## src/rtl/fetch_issue_unit_pkg.sv

```systemverilog
// Shared pipeline definitions: NOP encoding, fetch FSM states and opcode field position.
package fetch_issue_unit_pkg;

    localparam logic [31:0] NOP_INSTR = 32'h0000_0000;

    localparam int OPCODE_MSB = 31;
    localparam int OPCODE_LSB = 27;

    typedef enum logic [1:0] {
        ST_START = 2'd0,
        ST_REQ   = 2'd1,
        ST_WAIT  = 2'd2,
        ST_HOLD  = 2'd3
    } fetch_state_t;

    function automatic logic [OPCODE_MSB-OPCODE_LSB:0] opcode_of(input logic [31:0] instr);
        return instr[OPCODE_MSB:OPCODE_LSB];
    endfunction

endpackage

```

## src/rtl/fetch_issue_unit_if.sv

```systemverilog
// Instruction memory bus: one outstanding request, response strobe with no backpressure.
interface fetch_issue_unit_if #(
    parameter int PC_W = 12
);
    logic            imem_req;
    logic [PC_W-1:0] imem_addr;
    logic            imem_valid;
    logic [31:0]     imem_rdata;

    modport master (
        output imem_req,
        output imem_addr,
        input  imem_valid,
        input  imem_rdata
    );

    modport slave (
        input  imem_req,
        input  imem_addr,
        output imem_valid,
        output imem_rdata
    );
endinterface

```

## src/rtl/fetch_hold_buf.sv

```systemverilog
// Single-entry parking register for a fetched word that arrives while decode is stalled.
module fetch_hold_buf
    import fetch_issue_unit_pkg::*;
#(
    parameter int PC_W = 12
) (
    input  logic            clock,
    input  logic            reset_n,
    input  logic            load,
    input  logic            clear,
    input  logic [31:0]     ir_in,
    input  logic [PC_W-1:0] pc_in,
    output logic [31:0]     ir,
    output logic [PC_W-1:0] pc,
    output logic            full
);

    logic [31:0]     ir_reg;
    logic [PC_W-1:0] pc_reg;
    logic            full_reg;

    // Clear wins so a redirect always empties the buffer.
    always_ff @(posedge clock or negedge reset_n) begin
        if (!reset_n) begin
            ir_reg   <= NOP_INSTR;
            pc_reg   <= '0;
            full_reg <= 1'b0;
        end else if (clear) begin
            ir_reg   <= NOP_INSTR;
            pc_reg   <= '0;
            full_reg <= 1'b0;
        end else if (load) begin
            ir_reg   <= ir_in;
            pc_reg   <= pc_in;
            full_reg <= 1'b1;
        end
    end

    assign ir   = ir_reg;
    assign pc   = pc_reg;
    assign full = full_reg;

endmodule

```

## src/rtl/fetch_issue_unit.sv

```systemverilog
// Fetch/issue stage: owns the PC, hides imem latency and decode stalls, fills the F/D latch.
module fetch_issue_unit
    import fetch_issue_unit_pkg::*;
#(
    parameter int              PC_W     = 12,
    parameter logic [PC_W-1:0] RESET_PC = '0
) (
    input  logic               clock,
    input  logic               reset_n,
    fetch_issue_unit_if.master imem,
    input  logic               stall,
    input  logic               redirect,
    input  logic [PC_W-1:0]    redirect_pc,
    output logic [31:0]        fd_ir,
    output logic [PC_W-1:0]    fd_pc,
    output logic               fd_valid
);

    fetch_state_t    state_reg, state_next;
    logic [PC_W-1:0] pc_reg, pc_next;
    logic [31:0]     fd_ir_reg, fd_ir_next;
    logic [PC_W-1:0] fd_pc_reg, fd_pc_next;
    logic            fd_valid_reg, fd_valid_next;
    logic            squash_reg, squash_next;

    logic            req;
    logic            hb_load, hb_clear, hb_full;
    logic [31:0]     hb_ir;
    logic [PC_W-1:0] hb_pc;
    logic [PC_W-1:0] pc_inc, pc_prev;

    assign pc_inc  = pc_reg + {{(PC_W-1){1'b0}}, 1'b1};
    // pc already points past the outstanding request, so its address is pc-1.
    assign pc_prev = pc_reg - {{(PC_W-1){1'b0}}, 1'b1};

    fetch_hold_buf #(.PC_W(PC_W)) u_hold_buf (
        .clock   (clock),
        .reset_n (reset_n),
        .load    (hb_load),
        .clear   (hb_clear),
        .ir_in   (imem.imem_rdata),
        .pc_in   (pc_prev),
        .ir      (hb_ir),
        .pc      (hb_pc),
        .full    (hb_full)
    );

    always_ff @(posedge clock or negedge reset_n) begin
        if (!reset_n) begin
            state_reg    <= ST_START;
            pc_reg       <= RESET_PC;
            fd_ir_reg    <= NOP_INSTR;
            fd_pc_reg    <= '0;
            fd_valid_reg <= 1'b0;
            squash_reg   <= 1'b0;
        end else begin
            state_reg    <= state_next;
            pc_reg       <= pc_next;
            fd_ir_reg    <= fd_ir_next;
            fd_pc_reg    <= fd_pc_next;
            fd_valid_reg <= fd_valid_next;
            squash_reg   <= squash_next;
        end
    end

    always_comb begin
        state_next    = state_reg;
        pc_next       = pc_reg;
        squash_next   = squash_reg;
        fd_ir_next    = fd_ir_reg;
        fd_pc_next    = fd_pc_reg;
        fd_valid_next = fd_valid_reg;
        hb_load       = 1'b0;
        hb_clear      = 1'b0;
        req           = 1'b0;

        if (redirect) begin
            fd_ir_next    = NOP_INSTR;
            fd_valid_next = 1'b0;
            pc_next       = redirect_pc;
            hb_clear      = 1'b1;
            // A request still in flight must be drained before the target can be fetched.
            if (state_reg == ST_WAIT && !imem.imem_valid) begin
                squash_next = 1'b1;
            end else begin
                squash_next = 1'b0;
                state_next  = ST_REQ;
            end
        end else begin
            case (state_reg)
                ST_START: state_next = ST_REQ;
                ST_REQ: begin
                    req        = 1'b1;
                    pc_next    = pc_inc;
                    state_next = ST_WAIT;
                end
                ST_WAIT: begin
                    if (!imem.imem_valid) begin
                        if (!stall) begin
                            fd_ir_next    = NOP_INSTR;
                            fd_valid_next = 1'b0;
                        end
                    end else if (squash_reg) begin
                        squash_next = 1'b0;
                        state_next  = ST_REQ;
                        if (!stall) begin
                            fd_ir_next    = NOP_INSTR;
                            fd_valid_next = 1'b0;
                        end
                    end else if (stall) begin
                        hb_load    = 1'b1;
                        state_next = ST_HOLD;
                    end else begin
                        fd_ir_next    = imem.imem_rdata;
                        fd_pc_next    = pc_prev;
                        fd_valid_next = 1'b1;
                        req           = 1'b1;
                        pc_next       = pc_inc;
                    end
                end
                ST_HOLD: begin
                    if (!stall) begin
                        fd_ir_next    = hb_ir;
                        fd_pc_next    = hb_pc;
                        fd_valid_next = hb_full;
                        hb_clear      = 1'b1;
                        req           = 1'b1;
                        pc_next       = pc_inc;
                        state_next    = ST_WAIT;
                    end
                end
                default: state_next = ST_START;
            endcase
        end
    end

    assign imem.imem_req  = req;
    assign imem.imem_addr = pc_reg;
    assign fd_ir          = fd_ir_reg;
    assign fd_pc          = fd_pc_reg;
    assign fd_valid       = fd_valid_reg;

endmodule

```

## src/flat_wrapper.sv

```systemverilog
// flat-port wrapper written by rule: the top's interface ports become plain ports
module fetch_issue_unit_flat import fetch_issue_unit_pkg::*;
#(
    parameter int              PC_W     = 12,
    parameter logic [PC_W-1:0] RESET_PC = '0
)
  (clock, reset_n, stall, redirect, redirect_pc, fd_ir, fd_pc, fd_valid, imem_imem_req, imem_imem_addr, imem_imem_valid, imem_imem_rdata);
  fetch_issue_unit_if #(.PC_W(PC_W)) imem_i ();
  input  logic clock;
  input  logic reset_n;
  input  logic stall;
  input  logic redirect;
  input  logic [PC_W-1:0] redirect_pc;
  output logic [31:0] fd_ir;
  output logic [PC_W-1:0] fd_pc;
  output logic fd_valid;
  output wire logic [$bits(imem_i.imem_req)-1:0] imem_imem_req;
  output wire logic [$bits(imem_i.imem_addr)-1:0] imem_imem_addr;
  input wire logic [$bits(imem_i.imem_valid)-1:0] imem_imem_valid;
  input wire logic [$bits(imem_i.imem_rdata)-1:0] imem_imem_rdata;
  assign imem_imem_req = imem_i.imem_req;
  assign imem_imem_addr = imem_i.imem_addr;
  assign imem_i.imem_valid = imem_imem_valid;
  assign imem_i.imem_rdata = imem_imem_rdata;
  fetch_issue_unit #(.PC_W(PC_W), .RESET_PC(RESET_PC)) u_core (.clock(clock), .reset_n(reset_n), .imem(imem_i), .stall(stall), .redirect(redirect), .redirect_pc(redirect_pc), .fd_ir(fd_ir), .fd_pc(fd_pc), .fd_valid(fd_valid));
endmodule
```

## config.mk

```make
export PLATFORM = sky130hd
export DESIGN_NAME = fetch_issue_unit_flat
export DESIGN_NICKNAME = d
export VERILOG_FILES = /design/src/rtl/fetch_issue_unit_pkg.sv /design/src/rtl/fetch_issue_unit_if.sv /design/src/rtl/fetch_hold_buf.sv /design/src/rtl/fetch_issue_unit.sv /design/src/flat_wrapper.sv
export SDC_FILE = /design/constraint.sdc
export NUM_CORES = 1
export LEC_CHECK = 0
export BUFFER_PORTS_ARGS = -buffer_cell sky130_fd_sc_hd__buf_2
export CAP_MARGIN = 15
export CORE_MARGIN = 2
export CORE_UTILIZATION = 45
export CTS_BUF_LIST = sky130_fd_sc_hd__clkbuf_16
export CTS_CLUSTER_SIZE = 10
export DETAILED_ROUTE_END_ITERATION = 6
export PLACE_DENSITY = 0.79
export SYNTH_ARGS = -nofsm -noshare
export SYNTH_HDL_FRONTEND = slang
export SYNTH_SLANG_ARGS = --single-unit
```

## constraint.sdc

```tcl
create_clock -name clock -period 2.16 [get_ports clock]
set_clock_uncertainty 0.1 [all_clocks]
set_input_delay 0.432 -clock clock [delete_from_list [all_inputs] [get_ports clock]]
set_output_delay 0.432 -clock clock [all_outputs]
set_load 0.005 [all_outputs]
```

# [Word-level counts from Yosys, hierarchy flattened]
# Cells that the tools add are included.
[totals] ff_bits=105 input_bits=49 out_inout_bits=58 wordCells=92
[classes] addsub=2 eq_ne=13 muxes=53 bitwise=1 reduce_logical=14
[ops] op="32-bit two-way mux" n=8
[ops] op="12-bit two-way mux" n=10
[ops] op="32-bit case mux with 2 select lines" n=1
[ops] op="12-bit case mux with 3 select lines" n=1
[ops] op="12-bit case mux with 2 select lines" n=1
[ops] op="1-bit two-way mux" n=23
[ops] op="12-bit by 1-bit adder with 12-bit output, second input constant" n=1
[ops] op="2-bit two-way mux" n=6
[ops] op="12-bit by 1-bit subtractor with 12-bit output, second input constant" n=1
[ops] op="2-bit inequality test, second input constant" n=5
[ops] op="3-bit inequality test, second input constant" n=3
[ops] op="2-bit case mux with 4 select lines" n=1
[ops] op="2-bit nonzero test" n=4
[ops] op="3-bit AND reduction" n=2
[ops] op="6-bit AND reduction" n=1
[ops] op="5-bit by 4-bit inequality test with 1-bit output, second input constant" n=1
[ops] op="2-bit equality test, second input constant" n=2
[ops] op="4-bit by 3-bit inequality test with 1-bit output, second input constant" n=1
[ops] op="4-bit AND reduction" n=1
[ops] op="4-bit nonzero test" n=1
[ops] op="1-bit case mux with 3 select lines" n=1
[ops] op="3-bit nonzero test" n=1
[ops] op="2-bit by 1-bit equality test with 1-bit output, second input constant" n=1
[ops] op="2-bit zero test" n=1
[ops] op="5 further kinds" n=5

# [Logic depth before layout (Yosys ltp)]
# Gate-level depths: netlist (run 1).
[depth] word_depth=7 mapped_depth=7 mapped_depth_nobuf=6

# [Cells and area by module]
# A second synthesis (run 1) with hierarchy kept.
[hier_totals] hier_cells=575 area_unflattened_um2=5446.5
[modules_own_cells] mod="fetch_issue_unit" n_inst=1 cells_each=430 area_per_inst_um2=3592.2 seq_area_each_um2=1501.4
[modules_own_cells] mod="fetch_hold_buf" n_inst=1 cells_each=145 area_per_inst_um2=1854.3 seq_area_each_um2=1126.1

# [Least setup slack after synthesis (run 1)]
# Ideal clock, no wire load.
[synth_timing] path_kind="flip-flop to flip-flop" from="reg u_core.pc_reg[0] (netlist: u_core.imem.imem_addr[0])" to="reg u_core.u_hold_buf.pc_reg[10] (netlist: u_core.u_hold_buf.pc[10])" setup_time_ps=119 arrival_time_ps=1768 t_required_ps=1941 path_slack_ps=174 stages_incl_launch_ff=7 n_path_buf=0 period_less_slack_ps=1986 cell_sequence="dfrtp_1 > inv_1 > ha_1 > or4b_4 > o31a_1 > o21ai_1 > a21bo_1"
[synth_via] elab_chain_cells=3
[synth_lines] element="start, declared" line="fetch_issue_unit.sv:20" text="logic [PC_W-1:0] pc_reg, pc_next;"
[synth_lines] element="start signal, assigned" line="fetch_issue_unit.sv:58" text="pc_reg <= pc_next;"
[synth_lines] element="12-bit by 1-bit subtractor with 12-bit output" line="fetch_issue_unit.sv:34" text="assign pc_prev = pc_reg - {{(PC_W-1){1'b0}}, 1'b1};"
[synth_lines] element="12-bit two-way mux" line="fetch_hold_buf.sv:32" text="end else if (load) begin"
[synth_lines] element="12-bit two-way mux" line="fetch_hold_buf.sv:28" text="end else if (clear) begin"
[synth_lines] element="end signal, assigned" line="fetch_hold_buf.sv:34" text="pc_reg <= pc_in;"
[synth_lines] element="end, declared" line="fetch_hold_buf.sv:19" text="logic [PC_W-1:0] pc_reg;"
# No other way between the ends. The select of a mux whose other input is x is not followed.
# A chain may end at the register's enable or synchronous reset.

# [Worst setup path in the final report (run 1)]
[layout_timing] from="reg u_core.state_reg[1]" to="out imem_imem_req"
[layout_via] elab_chain_cells=3 word_cells_on_any_way=5 classes_between="eq/ne (3); mux (2)"
[layout_lines] element="start, declared" line="fetch_issue_unit.sv:19" text="fetch_state_t state_reg, state_next;"
[layout_lines] element="start signal, assigned" line="fetch_issue_unit.sv:57" text="state_reg <= state_next;"
[layout_lines] element="2-bit equality test or 2-bit by 1-bit equality test with 1-bit output (tied branches)" line="fetch_issue_unit.sv:90" text="case (state_reg)"
[layout_lines] element="1-bit case mux with 3 select lines (*)" line="fetch_issue_unit.sv:90"
[layout_lines] element="1-bit two-way mux (*)" line="fetch_issue_unit.sv:77" text="if (redirect) begin"
[layout_lines] element="end, declared" line="flat_wrapper.sv:17" text="output wire logic [$bits(imem_i.imem_req)-1:0] imem_imem_req;"
# Mark *: on every way between the ends. The rest lies on a longest branch, timed or not.

==> results of run 1 <==
-- what timing repair did --
item / CTS / global route
hold endpoints to repair: 24 / 0
gates resized for setup: 0 / 2
endpoints found under the setup margin: 0 / 1
hold buffers: 1 / 0
-- critical path, cell delays in order, from the launching register on --
cell     delay (ns)
dfrtp_1        0.44
and3b_2        0.31
o21ai_4        0.22
nor2_1         0.08
buf_2          0.13
-- report_power, final --
part           total, mW  internal, mW  switching (mW)  leakage, nW
Combinational       1.52         0.641           0.882         1.45
Sequential          2.40          2.20           0.203         1.41
Clock               1.49         0.772           0.720        0.133
Total               5.42          3.61            1.80         2.99
-- Yosys cell counts, drive strengths merged, types with 3 or more instances --
library cell and number:
nand4 3, nand2 55, xor2 6, xnor2 7
o21ai 20, nand2b 3, nor3 6, a21oi 9
inv 6, o211ai 10, dfrtp 105, nor2 48
and3 3, nor4 3, or4 7, o31ai 4
o2bb2ai 7, clkbuf 22, a31oi 37, a22o 68
mux2 4, buf 34, nand3 45
-- metal layers --
metal  vias to the layer above  share of wire, %  track usage, %
met5                         -                 0               0
met4                         0               2.8            10.8
met3                        40               5.6            3.21
met2                       197                47            35.5
met1                      2360                44            31.2
li1                       2152                 -               -
-- kinds of logic after synthesis --
family / Yosys count / share of synthesized area, %
adder cells (fa/ha/maj): 2 / 0.479
flip-flops: 105 / 50.3
AND/OR/NAND/NOR: 181 / 16.2
buffers and inverters: 62 / 5.58
AO/OA/AOI/OAI: 166 / 24.1
XOR/XNOR: 13 / 2.18
multiplexers: 5 / 1.05
-- final cells by class --
class | count | share of cell area (%)
Multi-Input combinational cell | 367 | 37.4
Inverter | 6 | 0.362
Clock buffer | 9 | 3.62
Tap cell | 143 | 2.87
Clock inverter | 5 | 0.563
Timing Repair Buffer | 136 | 13.0
Sequential cell | 105 | 42.2
-- stage by stage --
stage                     hold WS (ns)  cells  util (%)  power, mW
final                            0.192    771      54.8       5.42
after global routing             0.219    771      54.8       5.72
after CTS                        0.191    771      54.7       5.43
after detailed placement         0.275    756      52.3       3.94
after global placement           0.273    756      52.3       3.88
after floorplan                 0.0364    534         -       3.31
-- path summary, 6_finish.rpt --
kind                                       endpoint  slack (ns)  cells after the start
setup / recovery                      imem_imem_req        0.09                      4
hold reg to reg                     u_core.fd_pc[0]        0.38                      2
max in group asynchronous          u_core.fd_ir[20]        0.81                      3
setup reg to reg           u_core.u_hold_buf.pc[10]        0.12                      6
min in group asynchronous       u_core.state_reg[1]        0.45                      2
hold / removal             u_core.imem.imem_addr[5]        0.19                      3
==> flow_metrics.env, run 1 <==
export IMPL_cts_tree="done"
export IMPL_status="finished clean"
export IMPL_yosysUniqueCellTypes=52
export IMPL_fin_nets=676
export IMPL_cts_root_buffer="clkbuf_16"
export IMPL_preCtsSetupSlack_ns=0.136
export IMPL_grt_pass1_vias=4606
export IMPL_ys_flop_type="dfrtp_1"
export IMPL_grt_max_degree=54
export IMPL_antenna_left=0
export IMPL_worstPathRequired_ns=1.63
export IMPL_setup_viol=0
export IMPL_drcViolationCount=0
export IMPL_irDropWorstVdd_mv=0.461
export IMPL_ys_top_cells_by_area="dfrtp_1 50%, a22o_1 11%, a31oi_1 4.4%"
export IMPL_clk_latency_ns=0.34
export IMPL_cp_end_kind="output pin"
export IMPL_setup_ws_ns=0.0944
export IMPL_cp_start_kind="register"
export IMPL_crit_start="u_core.state_reg[1]"
export IMPL_clk_pin_slew_ns=0.07
export IMPL_multi_input_area_um2=2330
export IMPL_die_h_um=112
export IMPL_dp_hpwl_mm=9.36
export IMPL_synth_seq_area_share_pct=50.3
export IMPL_drv_cap=0
export IMPL_cp_max_fo=6
export IMPL_r2r_start="u_core.imem.imem_addr[0]"
export IMPL_cts_buffer_depth=2
export IMPL_design_die_area_um2=12500
export IMPL_cts_made_buffers=9
export IMPL_yosys_warnings=0
export IMPL_grt_overflow=0
export IMPL_dr_pass1_iters=7
export IMPL_vias=4749
export IMPL_num_rows=39
export IMPL_synth_seq_cells=105
export IMPL_io_pins=107
export IMPL_design_area_um2=6230
export IMPL_leakagePower_nw=2.99
export IMPL_synth_avg_cell_area_um2=9.78
export IMPL_viasPerCell=6.16
export IMPL_antenna_cells=0
export IMPL_wire_per_inst_um=18.3
export IMPL_synth_edf_count=0
export IMPL_die_w_um=112
export IMPL_grt_first_pass_wirelength_mm=23.0
export IMPL_mostFrequentLayoutCells="105 x buf_2, 105 x dfrtp_1, 68 x a22o_1"
export IMPL_yosysTopAreaCellShare_pct=50.3
export IMPL_regArea_um2=2630
export IMPL_antenna_found_initial=0
export IMPL_worst_pin_slew_ns=0.506
export IMPL_rsz0062_at_grt="no"
export IMPL_crit_type="register to output pin"
export IMPL_fin_setup_tns_ns=0
export IMPL_finalCritPeriodShare_pct=95.6
export IMPL_netlist_area_um2=5220
export IMPL_max_slew_margin_pct=66.3
export IMPL_finalMaxSlewViolations=0
export IMPL_portBuffers=106
export IMPL_worstHoldStart="redirect_pc[5]"
export IMPL_arrival_ns=1.53
export IMPL_h_tree_depth=3
export IMPL_fillerInstances=1005
export IMPL_holdCritPathClass="input port to register"
export IMPL_numClockSinks=105
export IMPL_first_iter_violations=375
export IMPL_async_reset_ff_share_pct=100
export IMPL_core_um2=11400
export IMPL_gp_congestion=0.851
export IMPL_wl_mm=14.1
export IMPL_synth_top_area_cell="dfrtp_1"
export IMPL_start_util_pct=45.9
export IMPL_place_area_um2=5950
export IMPL_drive_above_1_share_pct=26.3
export IMPL_hold_viol=0
export IMPL_area_growth_pct=19.3
export IMPL_fin_crit_ns=2.07
export IMPL_power_density_nw_per_um2=870
export IMPL_syn_inst=534
export IMPL_postCtsSetupBuffers=0
export IMPL_max_freq_mhz=484
export IMPL_synth_nets=585
export IMPL_track_usage_pct=22.6
Note: power is estimated with default switching activity, not from simulation.
==> inputs of run 2 (changes only) <==
Settings changed: ABC_AREA set to 1, PLACE_DENSITY 0.79 to 0.78.
==> run 2 against run 1 <==
  * Critical path depth increased by 2
  * Total power grew 49%
  * Maximum frequency is 7.0% higher
  * Routed wire length rose by 0.71%
  * Synthesized area rose by 6.2%
  * Synthesized cell count rose by 38%
  * Count of clock-buffer cells in the layout unchanged
  * Setup slack better by 0.13 ns
  * Combinational power up 130%
  * First-iteration DRC count down 12%
  * Design area increased by 5.5%
  * Register-to-register slack better by 0.18 ns
  * Critical path type unchanged
  * Critical endpoint unchanged
  * Highest routed layer unchanged
==> flow_metrics.env, run 2 <==
export IMPL_drv_cap=0
export IMPL_portBuffers=106
export IMPL_ys_top_cells_by_area="dfrtp_1 47%, nand2_1 13%, inv_1 7.0%"
export IMPL_synth_seq_cells=105
export IMPL_fin_nets=881
export IMPL_crit_family="flip-flops"
export IMPL_whs_path_depth=3
export IMPL_core_um2=12000
export IMPL_crit_type="register to output pin"
export IMPL_gp_congestion=0.897
export IMPL_fin_crit_ns=1.93
export IMPL_min_to="u_core.imem.imem_addr[10]"
export IMPL_grt_first_pass_wirelength_mm=23.6
export IMPL_synth_seq_area_share_pct=47.4
export IMPL_timing_rr_end="u_core.fd_pc[8]"
export IMPL_final_core_util_pct=54.7
export IMPL_wire_per_inst_um=14.4
export IMPL_post_place_cells=965
export IMPL_yosysUniqueCellTypes=26
export IMPL_async_reset_ff_share_pct=100
export IMPL_clk_pin_slew_ns=0.07
export IMPL_ctsResizeCount=0
export IMPL_num_rows=40
export IMPL_r2r_start="u_core.imem.imem_addr[0]"
export IMPL_vias=5211
export IMPL_worstPathRequired_ns=1.63
export IMPL_holdCritPathClass="input port to register"
export IMPL_final_common_cell="nand2_1"
export IMPL_synth_nets=789
export IMPL_yosys_warnings=0
export IMPL_worst_pin_slew_ns=0.505
export IMPL_h_tree_depth=3
export IMPL_arrival_ns=1.40
export IMPL_design_area_um2=6570
export IMPL_grt_overflow=0
export IMPL_finalCritPeriodShare_pct=89.4
export IMPL_mostFrequentLayoutCells="190 x nand2_1, 105 x inv_1, 105 x buf_2, 105 x dfrtp_1, 67 x nand3_1"
export IMPL_start_util_pct=46.2
export IMPL_syn_inst=738
export IMPL_die_w_um=115
export IMPL_worst_hold_slack_ns=0.192
export IMPL_synth_edf_count=0
export IMPL_antenna_found_initial=0
export IMPL_drive_above_1_share_pct=18.0
export IMPL_clk_latency_ns=0.36
export IMPL_ys_flop_type="dfrtp_1"
export IMPL_yosysTopAreaCellShare_pct=47.4
export IMPL_io_pins=107
export IMPL_cp_start_kind="register"
export IMPL_postCtsSetupBuffers=0
export IMPL_die_h_um=115
export IMPL_max_slew_margin_pct=66.3
export IMPL_area_growth_pct=18.4
export IMPL_cp_end_kind="output pin"
export IMPL_cts_root_buffer="clkbuf_16"
export IMPL_path_cells="inv_1 -> nor2_1 -> nand2_1 -> nand2_1 -> nor2_1 -> buf_2"
export IMPL_antenna_cells=0
export IMPL_crit_buf_inv=2
export IMPL_status="finished clean"
export IMPL_first_iter_violations=330
export IMPL_track_usage_pct=22.6
export IMPL_cts_buffer_depth=2
export IMPL_dp_hpwl_mm=9.80
export IMPL_max_stage_delay_ns=0.41
export IMPL_cts_tree="done"
export IMPL_finalMaxSlewViolations=0
export IMPL_ff2ff_path_depth=9
export IMPL_wl_mm=14.2
export IMPL_r2r_slack_ns=0.30
export IMPL_drcViolationCount=0
export IMPL_power_density_nw_per_um2=1230
export IMPL_synth_avg_cell_area_um2=7.51
export IMPL_max_freq_mhz=518
export IMPL_synth_top_area_cell="dfrtp_1"
export IMPL_antenna_left=0
export IMPL_viasPerCell=5.31
export IMPL_irDropWorstVdd_mv=0.534
export IMPL_slowest_stage="dfrtp_1"
export IMPL_place_area_um2=6280
export IMPL_leakagePower_nw=3.36
export IMPL_synth_common_cells="191 x nand2_1, 105 x dfrtp_1, 104 x inv_1"
export IMPL_rsz0062_at_grt="no"
export IMPL_stdcell_count=982
export IMPL_setup_viol=0
export IMPL_numClockSinks=105
export IMPL_grt_max_degree=51
export IMPL_fin_setup_tns_ns=0
export IMPL_yosysMostFrequentCell="nand2_1"
export IMPL_cts_hold_buf=1
export IMPL_cts_made_buffers=9
export IMPL_grt_pass1_vias=4863
export IMPL_design_die_area_um2=13200
export IMPL_dr_pass1_iters=5
export IMPL_hold_viol=0
export IMPL_netlist_area_um2=5550
export IMPL_cp_max_fo=4
export IMPL_worstHoldStart="redirect_pc[10]"
==> run 2: changes by cell type in the layout (fill, tap and decap cells not counted), moves of 24 or more <==
cell / delta
nand2_1: +136
o211ai_1: +24
o22ai_1: +32
o21ai_0: +25
a31oi_1: -37
a21oi_1: +33
inv_1: +98
a22o_1: -68
o21ai_1: +28
==> run 2: worst max path at each step <==
stage,depth (start not counted),to,slack [ns],start
5_1_grt,6,imem_imem_req,0.12,u_core.state_reg[1]
4_1_cts,6,imem_imem_req,0.21,u_core.state_reg[1]
3_3_place_gp,9,u_core.fd_pc[8],0.34,u_core.imem.imem_addr[0]
6_report,6,imem_imem_req,0.23,u_core.state_reg[1]
2_1_floorplan,9,u_core.fd_pc[8],0.60,u_core.imem.imem_addr[0]
3_5_place_dp,6,u_core.u_hold_buf.pc[9],0.25,redirect
==> run 2: logic make-up after synthesis <==
group | synth area share, %
simple gates | 21.9
compound gates | 18.7
buf+inv | 11.1
flops | 47.4
xor+xnor | 0.474
fa+ha+maj | 0.451
==> run 2: routing by layer <==
| metal | wire length (µm) | vias up | GRT usage (%) |
|---|---|---|---|
| li1 | - | 2607 | - |
| met1 | 6490 | 2408 | 31.2 |
| met2 | 6560 | 184 | 35.5 |
| met3 | 949 | 12 | 5.75 |
| met4 | 191 | 0 | 6.43 |
| met5 | 0 | - | 0 |
==> run 2: tightest hold or removal path: cells and delay by family <==
kind	cells	cell delay (ns)
buffers and inverters	1	0.08
and+or+nand+nor	2	0.11
==> run 2: cell type report <==
class | count | area (µm²)
Inverter | 107 | 402
Multi-Input combinational cell | 480 | 2310
Timing Repair Buffer | 127 | 768
Fill cell | 1152 | 5440
Clock buffer | 9 | 225
Tap cell | 147 | 184
Clock inverter | 7 | 55.1
Sequential cell | 105 | 2630
==> run 2: through the flow <==
| step | setup slack (ns) | total power, mW |
|---|---|---|
| floorplan | 0.604 | 5.21 |
| global placement | 0.339 | 6.46 |
| detailed placement | 0.252 | 6.53 |
| CTS | 0.210 | 8.12 |
| global route | 0.122 | 8.76 |
| finish | 0.229 | 8.09 |
==> run 2: power breakdown <==
group | leakage (nW) | switching (mW) | total (mW) | internal [mW]
clock | 0.138 | 0.781 | 1.57 | 0.794
sequential | 1.40 | 0.517 | 3.05 | 2.53
combinational | 1.82 | 2.10 | 3.46 | 1.36
